===== config.mk =====
export PLATFORM = sky130hd
export DESIGN_NAME = dma_cmd_seq
export DESIGN_NICKNAME = d
export VERILOG_FILES = /design/src/rtl/dma_pkg.sv /design/src/rtl/wbm_xfer.sv /design/src/rtl/dma_cmd_seq.sv
export SDC_FILE = /design/constraint.sdc
export NUM_CORES = 1
export LEC_CHECK = 0
export CAP_MARGIN = 15
export CELL_PAD_IN_SITES_DETAIL_PLACEMENT = 1
export CELL_PAD_IN_SITES_GLOBAL_PLACEMENT = 2
export CORE_ASPECT_RATIO = 1.5
export CORE_MARGIN = 1
export CORE_UTILIZATION = 29
export CTS_CLUSTER_DIAMETER = 40
export CTS_CLUSTER_SIZE = 30
export DETAILED_ROUTE_END_ITERATION = 10
export PLACE_DENSITY = 0.86
export SLEW_MARGIN = 30
export SYNTH_ARGS = -nofsm -noshare
export SYNTH_HDL_FRONTEND = slang
export SYNTH_SLANG_ARGS = --single-unit

===== constraint.sdc =====
create_clock -name clk_i -period 2.1 [get_ports clk_i]
set_input_delay 0.315 -clock clk_i [delete_from_list [all_inputs] [get_ports clk_i]]
set_output_delay 0.315 -clock clk_i [all_outputs]
set_load 0.02 [all_outputs]

===== src/rtl/dma_pkg.sv =====
// Shared definitions for the DMA command sequencer: register map, op codes,
// status bits and the FSM/bus-request types used by the top and its bus master.
package dma_pkg;

   localparam logic [2:0] OFF_OP   = 3'd0;
   localparam logic [2:0] OFF_WCNT = 3'd1;
   localparam logic [2:0] OFF_LAD  = 3'd2;
   localparam logic [2:0] OFF_HLO  = 3'd3;
   localparam logic [2:0] OFF_HHI  = 3'd4;
   localparam logic [2:0] OFF_WAIT = 3'd5;

   localparam logic [3:0] OP_TX = 4'hA;
   localparam logic [3:0] OP_RX = 4'h5;

   localparam int ST_IOC = 7;
   localparam int ST_NXM = 6;

   typedef enum logic [3:0] {
      S_IDLE, S_W_WCNT, S_W_LAD, S_W_HLO, S_W_HHI, S_W_WAIT, S_W_OP, S_POLL, S_CLR, S_DONE
   } seq_state_t;

   typedef enum logic [1:0] {X_IDLE, X_BUS, X_GAP} xfer_state_t;

   typedef struct packed {
      logic        we;
      logic [2:0]  adr;
      logic [15:0] dat;
   } bus_req_t;

   function automatic logic [15:0] op_word(input logic dir);
      return {12'h000, (dir ? OP_RX : OP_TX)};
   endfunction

endpackage


===== src/rtl/wbm_xfer.sv =====
// Single-transaction Wishbone master: latches a request, holds cyc/stb until ack,
// then keeps the bus idle for exactly GAP cycles before the next strobe may start.
module wbm_xfer
   import dma_pkg::*;
#(
   parameter int GAP = 2
) (
   input  logic        clk_i,
   input  logic        rst_i,
   input  logic        start_i,
   input  logic        we_i,
   input  logic [2:0]  adr_i,
   input  logic [15:0] dat_i,
   output logic        done_o,
   output logic [15:0] rdata_o,
   output logic        wbm_cyc_o,
   output logic        wbm_stb_o,
   output logic        wbm_we_o,
   output logic [2:0]  wbm_adr_o,
   output logic [15:0] wbm_dat_o,
   input  logic [15:0] wbm_dat_i,
   input  logic        wbm_ack_i
);

   localparam int GW = (GAP < 2) ? 1 : $clog2(GAP + 1);

   xfer_state_t    state_reg, state_next;
   logic [GW-1:0]  gap_cnt_reg;
   logic           done_reg;
   logic [15:0]    rdata_reg;
   logic           we_reg;
   logic [2:0]     adr_reg;
   logic [15:0]    dat_reg;
   logic           acked;
   logic           launch;

   assign acked  = (state_reg == X_BUS) && wbm_ack_i;
   assign launch = (state_next == X_BUS) && (state_reg != X_BUS);

   always_ff @(posedge clk_i) begin
      if (rst_i) state_reg <= X_IDLE;
      else       state_reg <= state_next;
   end

   // The last gap cycle may launch directly so the idle run is exactly GAP long.
   always_comb begin
      state_next = state_reg;
      case (state_reg)
         X_IDLE:  if (start_i) state_next = X_BUS;
         X_BUS:   if (wbm_ack_i) state_next = X_GAP;
         X_GAP:   if (gap_cnt_reg == GW'(1)) state_next = start_i ? X_BUS : X_IDLE;
         default: state_next = X_IDLE;
      endcase
   end

   always_comb begin
      wbm_cyc_o = (state_reg == X_BUS);
      wbm_stb_o = (state_reg == X_BUS);
      wbm_we_o  = we_reg;
      wbm_adr_o = adr_reg;
      wbm_dat_o = dat_reg;
      done_o    = done_reg;
      rdata_o   = rdata_reg;
   end

   always_ff @(posedge clk_i) begin
      if (rst_i) begin
         gap_cnt_reg <= '0;
         done_reg    <= 1'b0;
         rdata_reg   <= 16'h0000;
         we_reg      <= 1'b0;
         adr_reg     <= 3'd0;
         dat_reg     <= 16'h0000;
      end else begin
         done_reg <= acked;
         if (acked) begin
            rdata_reg   <= wbm_dat_i;
            gap_cnt_reg <= GW'(GAP);
         end else if (state_reg == X_GAP) begin
            gap_cnt_reg <= gap_cnt_reg - GW'(1);
         end
         if (launch) begin
            we_reg  <= we_i;
            adr_reg <= adr_i;
            dat_reg <= dat_i;
         end
      end
   end

endmodule


===== src/rtl/dma_cmd_seq.sv =====
// Command sequencer in front of the DMA block: programs the DMA registers for one
// buffer transfer, starts it, polls for completion, clears the op register and reports.
module dma_cmd_seq
   import dma_pkg::*;
#(
   parameter logic [5:0]  IBUS_WAIT  = 6'd63,
   parameter logic [15:0] POLL_LIMIT = 16'd4095,
   parameter int          GAP        = 2
) (
   input  logic        clk_i,
   input  logic        rst_i,
   input  logic        cmd_valid_i,
   output logic        cmd_ready_o,
   input  logic        cmd_dir_i,
   input  logic [20:0] cmd_haddr_i,
   input  logic [14:0] cmd_lad_i,
   input  logic [15:0] cmd_words_i,
   output logic        busy_o,
   output logic        done_o,
   output logic        done_nxm_o,
   output logic        done_tmo_o,
   output logic [2:0]  wbm_adr_o,
   output logic [15:0] wbm_dat_o,
   input  logic [15:0] wbm_dat_i,
   output logic        wbm_cyc_o,
   output logic        wbm_stb_o,
   output logic        wbm_we_o,
   output logic [1:0]  wbm_sel_o,
   input  logic        wbm_ack_i
);

   seq_state_t  state_reg, state_next;
   logic        dir_reg;
   logic [20:0] haddr_reg;
   logic [14:0] lad_reg;
   logic [15:0] words_reg;
   logic [15:0] poll_cnt_reg;
   logic        nxm_reg, tmo_reg;
   logic        x_done;
   logic [15:0] x_rdata;
   logic        req;
   bus_req_t    bus_req;
   logic        accept, ioc, poll_last;

   assign accept    = (state_reg == S_IDLE) && cmd_valid_i;
   assign ioc       = x_rdata[ST_IOC];
   assign poll_last = (poll_cnt_reg == POLL_LIMIT - 16'd1);
   assign wbm_sel_o = 2'b11;

   always_ff @(posedge clk_i) begin
      if (rst_i) state_reg <= S_IDLE;
      else       state_reg <= state_next;
   end

   always_comb begin
      state_next = state_reg;
      case (state_reg)
         S_IDLE:   if (cmd_valid_i) state_next = S_W_WCNT;
         S_W_WCNT: if (words_reg == 16'd0) state_next = S_DONE;
                   else if (x_done)        state_next = S_W_LAD;
         S_W_LAD:  if (x_done) state_next = S_W_HLO;
         S_W_HLO:  if (x_done) state_next = S_W_HHI;
         S_W_HHI:  if (x_done) state_next = S_W_WAIT;
         S_W_WAIT: if (x_done) state_next = S_W_OP;
         S_W_OP:   if (x_done) state_next = S_POLL;
         S_POLL:   if (x_done && (ioc || poll_last)) state_next = S_CLR;
         S_CLR:    if (x_done) state_next = S_DONE;
         S_DONE:   state_next = S_IDLE;
         default:  state_next = S_IDLE;
      endcase
   end

   always_comb begin
      cmd_ready_o = (state_reg == S_IDLE);
      busy_o      = (state_reg != S_IDLE);
      done_o      = (state_reg == S_DONE);
      done_nxm_o  = (state_reg == S_DONE) && nxm_reg;
      done_tmo_o  = (state_reg == S_DONE) && tmo_reg;
      req         = 1'b1;
      bus_req     = '{we: 1'b1, adr: OFF_OP, dat: 16'h0000};
      case (state_reg)
         S_W_WCNT: begin
            req         = (words_reg != 16'd0);
            bus_req.adr = OFF_WCNT;
            bus_req.dat = ~words_reg + 16'd1;
         end
         S_W_LAD:  begin bus_req.adr = OFF_LAD;  bus_req.dat = {lad_reg, 1'b0};          end
         S_W_HLO:  begin bus_req.adr = OFF_HLO;  bus_req.dat = {haddr_reg[14:0], 1'b0};  end
         S_W_HHI:  begin bus_req.adr = OFF_HHI;  bus_req.dat = {10'b0, haddr_reg[20:15]}; end
         S_W_WAIT: begin bus_req.adr = OFF_WAIT; bus_req.dat = {10'b0, IBUS_WAIT};       end
         S_W_OP:   bus_req.dat = op_word(dir_reg);
         S_POLL:   bus_req.we = 1'b0;
         S_CLR:    ;
         default:  req = 1'b0;
      endcase
   end

   always_ff @(posedge clk_i) begin
      if (rst_i) begin
         dir_reg      <= 1'b0;
         haddr_reg    <= 21'd0;
         lad_reg      <= 15'd0;
         words_reg    <= 16'd0;
         poll_cnt_reg <= 16'd0;
         nxm_reg      <= 1'b0;
         tmo_reg      <= 1'b0;
      end else if (accept) begin
         dir_reg      <= cmd_dir_i;
         haddr_reg    <= cmd_haddr_i;
         lad_reg      <= cmd_lad_i;
         words_reg    <= cmd_words_i;
         poll_cnt_reg <= 16'd0;
         nxm_reg      <= 1'b0;
         tmo_reg      <= 1'b0;
      end else if ((state_reg == S_POLL) && x_done) begin
         if (ioc) begin
            nxm_reg <= x_rdata[ST_NXM];
         end else begin
            poll_cnt_reg <= poll_cnt_reg + 16'd1;
            if (poll_last) tmo_reg <= 1'b1;
         end
      end
   end

   // A request is masked during the done pulse so the finished transfer is not relaunched.
   wbm_xfer #(.GAP(GAP)) u_xfer (
      .clk_i     (clk_i),
      .rst_i     (rst_i),
      .start_i   (req && !x_done),
      .we_i      (bus_req.we),
      .adr_i     (bus_req.adr),
      .dat_i     (bus_req.dat),
      .done_o    (x_done),
      .rdata_o   (x_rdata),
      .wbm_cyc_o (wbm_cyc_o),
      .wbm_stb_o (wbm_stb_o),
      .wbm_we_o  (wbm_we_o),
      .wbm_adr_o (wbm_adr_o),
      .wbm_dat_o (wbm_dat_o),
      .wbm_dat_i (wbm_dat_i),
      .wbm_ack_i (wbm_ack_i)
   );

endmodule

## After elaboration in Yosys (flattened, before gate mapping)

Cells that the tools add are included.

- $add $sub $neg: 3
- Equality and inequality tests: 24
- Mux-type cells: 23
- Bitwise operators: 2
- Reductions and logical operators: 23

Operator list:

| operator | number |
|---|---|
| 16-bit case mux with 6 select lines | 1 |
| 4-bit two-way mux | 11 |
| 4-bit case mux with 9 select lines | 1 |
| 16-bit by 1-bit adder with 16-bit output (second input constant) | 2 |
| 16-bit by 12-bit == test with 1-bit output (second input constant) | 1 |
| 4-bit by 3-bit == test with 1-bit output (second input constant) | 4 |
| 16-bit zero test | 1 |
| 16-bit inverter | 1 |
| 16-bit nonzero test | 1 |
| 3-bit case mux with 5 select lines | 1 |
| 2-bit by 1-bit != test with 1-bit output (second input constant) | 7 |
| 2-bit two-way mux | 5 |
| 9-bit AND reduction | 1 |
| 4-bit by 2-bit == test with 1-bit output (second input constant) | 2 |
| 4-bit == test (second input constant) | 2 |
| 1-bit logical AND | 8 |
| 7-bit OR reduction | 1 |
| 2-bit by 1-bit == test with 1-bit output (second input constant) | 3 |
| 2-bit case mux with 3 select lines | 1 |
| 4-bit by 1-bit == test with 1-bit output (second input constant) | 1 |
| 4-bit zero test | 1 |
| 2-bit != test (second input constant) | 2 |
| 2-bit AND reduction | 2 |
| 4-bit nonzero test | 1 |
| 12 further kinds | 14 |

- Flip-flop bits (word level): 108
- Input bits: 73
- Logic and storage cells: 91

## Depth between registers and ports, before layout

- Depth after elaboration: 9
- Gate-level depth with buffers: 9
- Depth with buffers taken out: 7

## By module

From an unflattened synthesis, not the netlist that was laid out.

- Cell total of the unflattened synthesis: 629
- Area, all modules: 5,358.9 sq um

By module, submodules not included:

| module | instances | cells an instance | area each (sq um) |
|---|---|---|---|
| dma_cmd_seq | 1 | 484 | 3,717.3 |
| wbm_xfer | 1 | 145 | 1,641.6 |

## Worst setup path after synthesis

OpenSTA, ideal clock, no wires.

- Path kind: reg2out
- Start: reg state_reg[0]
- End: out done_nxm_o
- Arrival: 1.646 ns
- Required time: 1.785 ns
- Setup slack: 0.139 ns
- Cell stages (with the launch flop): 5
- Path buffers: 2
- Cell sequence: dfxtp_1 > clkbuf_1 > buf_1 > and3_1 > and2_1

- Cells in the longest elaborated chain, start to end: 2

Ends and longest elaborated chain:

| element | RTL line | text |
|---|---|---|
| start, declared | dma_cmd_seq.sv:32 | `seq_state_t state_reg, state_next;` |
| start signal, assigned | dma_cmd_seq.sv:52 | `else state_reg <= state_next;` |
| 4-bit == test | -- |  |
| via done_o | dma_cmd_seq.sv:19 | `output logic done_o,` |
| 1-bit logical AND | dma_cmd_seq.sv:77 | `done_nxm_o = (state_reg == S_DONE) && nxm_reg;` |
| end, declared | dma_cmd_seq.sv:20 | `output logic done_nxm_o,` |

The timed path passes the listed nets, and every way through them passes these cells.

## Worst setup path after layout

- Start: reg state_reg[1]
- End: reg u_xfer.dat_reg[2] (netlist: u_xfer.wbm_dat_o[2])

- Cells in the longest elaborated chain, start to end: 9
- Elaborated cells on any way between the ends: 18

Ends and longest elaborated chain:

| element | RTL line | text |
|---|---|---|
| 4-bit by 3-bit == test with 1-bit output (tied with other cells) | dma_cmd_seq.sv:81 | `case (state_reg)` |
| 7-bit OR reduction (no line) | -- |  |
| 1-bit case mux with 2 select lines | dma_cmd_seq.sv:81 |  |
| 1-bit logical AND | dma_cmd_seq.sv:129 | `.start_i (req && !x_done),` |
| 1-bit two-way mux | wbm_xfer.sv:51 | `X_GAP: if (gap_cnt_reg == GW'(1)) state_next = start_i ? X_BUS : X_IDLE;` |
| 2-bit two-way mux | wbm_xfer.sv:51 |  |
| 2-bit case mux with 3 select lines | wbm_xfer.sv:48 | `case (state_reg)` |
| 2-bit by 1-bit == test with 1-bit output | wbm_xfer.sv:38 | `assign launch = (state_next == X_BUS) && (state_reg != X_BUS);` |
| 1-bit logical AND | wbm_xfer.sv:38 |  |
| end signal, assigned | wbm_xfer.sv:85 | `dat_reg <= dat_i;` |
| end, declared | wbm_xfer.sv:33 | `logic [15:0] dat_reg;` |

Parallel ways exist; a longest one is shown, timed or not.
A chain may end at the register's enable or synchronous reset.

==> results.json <==
{
  "outcome": "finished clean",
  "rsz0062_at_grt": "false",
  "viasPerCell": 5.087,
  "slew_headroom_pct": 59.46,
  "post-route-period-util_pct": 95.21,
  "final_util_pct": 40.25,
  "timing_hold_violations_final": 0,
  "synth_cell_types": 64,
  "cts_inserted_buffers": 9,
  "cts-root-buf": "clkbuf_16",
  "final_nets": 793,
  "switchingPower_w": 0.003258,
  "grt_first_pass_wirelength_um": 24980,
  "cp_slowest_cell": "or3b_2",
  "wl_um": 15500,
  "area_growth_pct": 34.38,
  "finalWorstSetupSlack_ns": 0.1007,
  "io_pins": 102,
  "drive_gt1_share_pct": 12.34,
  "fmax_mhz": 500.2,
  "cp_num_buf_inv": 2,
  "cp_common_cell": "buf_4",
  "crit_path_cell_trace": "buf_4 > or3b_2 > buf_4 > o22ai_1 > o211ai_1 > a21oi_1",
  "routed-via-count": 4716,
  "final_common_cell": "nand2_1",
  "synth_area_leaders": "dfxtp_1, nand2_1, a21oi_1, nor2_1, xor2_1",
  "synth.top_cell.area_share_pct": 41.56,
  "setup_viol": 0,
  "seqPwrFrac_pct": 30.5,
  "worst_ep_required_time_ns": 2.39,
  "clk_path_buf_depth": 2,
  "regToRegSetupSlack_ns": 0.10,
  "start_util_pct": 29.95,
  "die-area_mm2": 0.01748,
  "grt_pass1_vias": 5072,
  "synth_edf_count": 0,
  "crit_arrival_ns": 2.29,
  "yosys_warnings": 0,
  "postCtsSetupBuffers": 0,
  "leakagePower_nw": 2.410,
  "drc": 0,
  "drv_cap": 0,
  "critical_path_peak_fanout": 23,
  "internal-power_w": 0.005306,
  "die_height_um": 161.4,
  "drt-initial-drc-count": 195,
  "hp-class": "in2reg",
  "grt_usage_pct": 18.46,
  "grt_start_max_net_pins": 54,
  "yosysTopAreaCell": "dfxtp_1",
  "hpwlAfterDp_um": 12160,
  "grt-ovfl-total": 0,
  "fin_crit_ns": 1.999,
  "dr.pass1.iters": 4,
  "whs_ns": 0.3647,
  "powerDensity_mw_per_mm2": 1297,
  "p_sw_share_pct": 38.04,
  "wl_per_cell_um": 16.72,
  "async_reset_ff_share_pct": 0,
  "setup_tns_ns": 0,
  "htreeDepth": 3,
  "clk_latency_ns": 0.35,
  "clkTransAtPathRegs_ns": 0.07,
  "row_count": 57,
  "cts_tree": "built",
  "syn_area_mm2": 0.004913,
  "ys.flop_type": "dfxtp_1",
  "antenna_found_initial": 0,
  "slew_viol_final": 0,
  "pwr-share-clk_pct": 24.3,
  "port-buffer-count": 85,
  "gp_congestion": 0.8281,
  "dp_slack_ns": 0.1218,
  "clock-sinks": 102,
  "comb_power_share_pct": 45.2,
  "cp-end-kind": "register",
  "cp_top_family": "simple AND/OR/NAND/NOR gates",
  "ys_seq_area_share_pct": 41.56,
  "synth-seq-cells": 102,
  "worstSetupPathType": "reg2reg",
  "antenna_cells": 0,
  "core_area_mm2": 0.01640,
  "slowest_delay_ns": 0.50,
  "antenna_left": 0,
  "cp-start-kind": "register",
  "avgSynthCellArea_um2": 7.951,
  "die_w_um": 108.3,
  "vdd_ir_drop_max_v": 0.0005357,
  "largest_reg_flops": 21,
  "final_cell_mix": "nand2_1, dfxtp_1, a21oi_1",
  "tightest_slew_ns": 0.6031,
  "syn-instance-count": 618,
  "fin_skew_ns": 0.01121
}
-- layout make-up --
cell class,instances,area (um^2)
fillers,1948,9801
multi-input cells,462,2660
flip-flops and latches,102,2043
repair buffers,131,1227
well taps,206,257.7
clock buffers,9,225.2
clock inverters,7,151.4
inverters,10,37.54
-- per-stage QoR --
stage               instances  instance area, um^2  total power, W
floorplan                 619                 4917        0.004869
global placement          911                 6207        0.006397
detailed placement        911                 6207        0.006514
CTS                       927                 6584        0.008631
global route              927                 6603        0.009087
finish                    927                 6603        0.008564
-- power by group through the flow --
| stage | Combinational (W) | Sequential (W) | Clock (W) |
|---|---|---|---|
| after CTS | 0.00388 | 0.00261 | 0.00214 |
| after global placement | 0.00377 | 0.00262 | 0 |
| final | 0.00387 | 0.00261 | 0.00208 |
| after global routing | 0.00422 | 0.00265 | 0.00221 |
| after floorplan | 0.00219 | 0.00268 | 0 |
| after detailed placement | 0.00386 | 0.00265 | 0 |
-- cells in the mapped netlist, types with 3 or more instances --
library cell and number:
ha_1 4, nor2b_1 12, inv_1 10, nand2b_1 7, xnor2_1 9, buf_1 4, and2_1 3, a21oi_1 82
nand3b_1 3, buf_2 8, o211ai_1 9, xor2_1 15, o21ai_0 26, o32ai_1 4, mux2i_1 12, a31oi_1 4
nand2_1 123, nand4_1 9, nor3_1 13, nand4b_1 3, nor4_1 6, and3_1 4, nor2_1 37, nand3_1 16
clkbuf_1 29, and4_1 3, or4_1 3, a211oi_1 5, dfxtp_1 102, buf_4 3, or3_1 8
-- kinds of logic (layout without fill, tap and decap cells) --
kind of cell	after synthesis	after routing	synth area share [%]
fa+ha+maj	4	4	1.019
mux	14	14	2.903
flops	102	102	41.56
xor+xnor	24	24	4.278
buf+inv	55	157	4.787
compound gates	151	151	18.08
simple gates	267	267	27.30
other cells	1	2	0.07632
-- final timing paths --
kind | start | cells past startpoint | endpoint
setup / recovery | state_reg[1] | 6 | u_xfer.wbm_dat_o[2]
setup reg to reg | state_reg[1] | 6 | u_xfer.wbm_dat_o[2]
hold / removal | rst_i | 2 | state_reg[3]
hold reg to reg | haddr_reg[13] | 2 | haddr_reg[13]
-- what timing repair did --
item	4_1_cts	5_1_grt
pin swaps	0	1
endpoints found under the hold margin	0	0
cloned	0	0
hold buffers	0	0
resized for setup	6	6
endpoints found under the setup margin	6	14
-- per-layer routing --
layer | share of wire (%) | GRT usage (%)
met1 | 38 | 18.36
met2 | 56 | 35.76
met3 | 2.6 | 3.067
met4 | 3.8 | 9.275
met5 | 0 | 0
(Power assumes the default switching activity.)
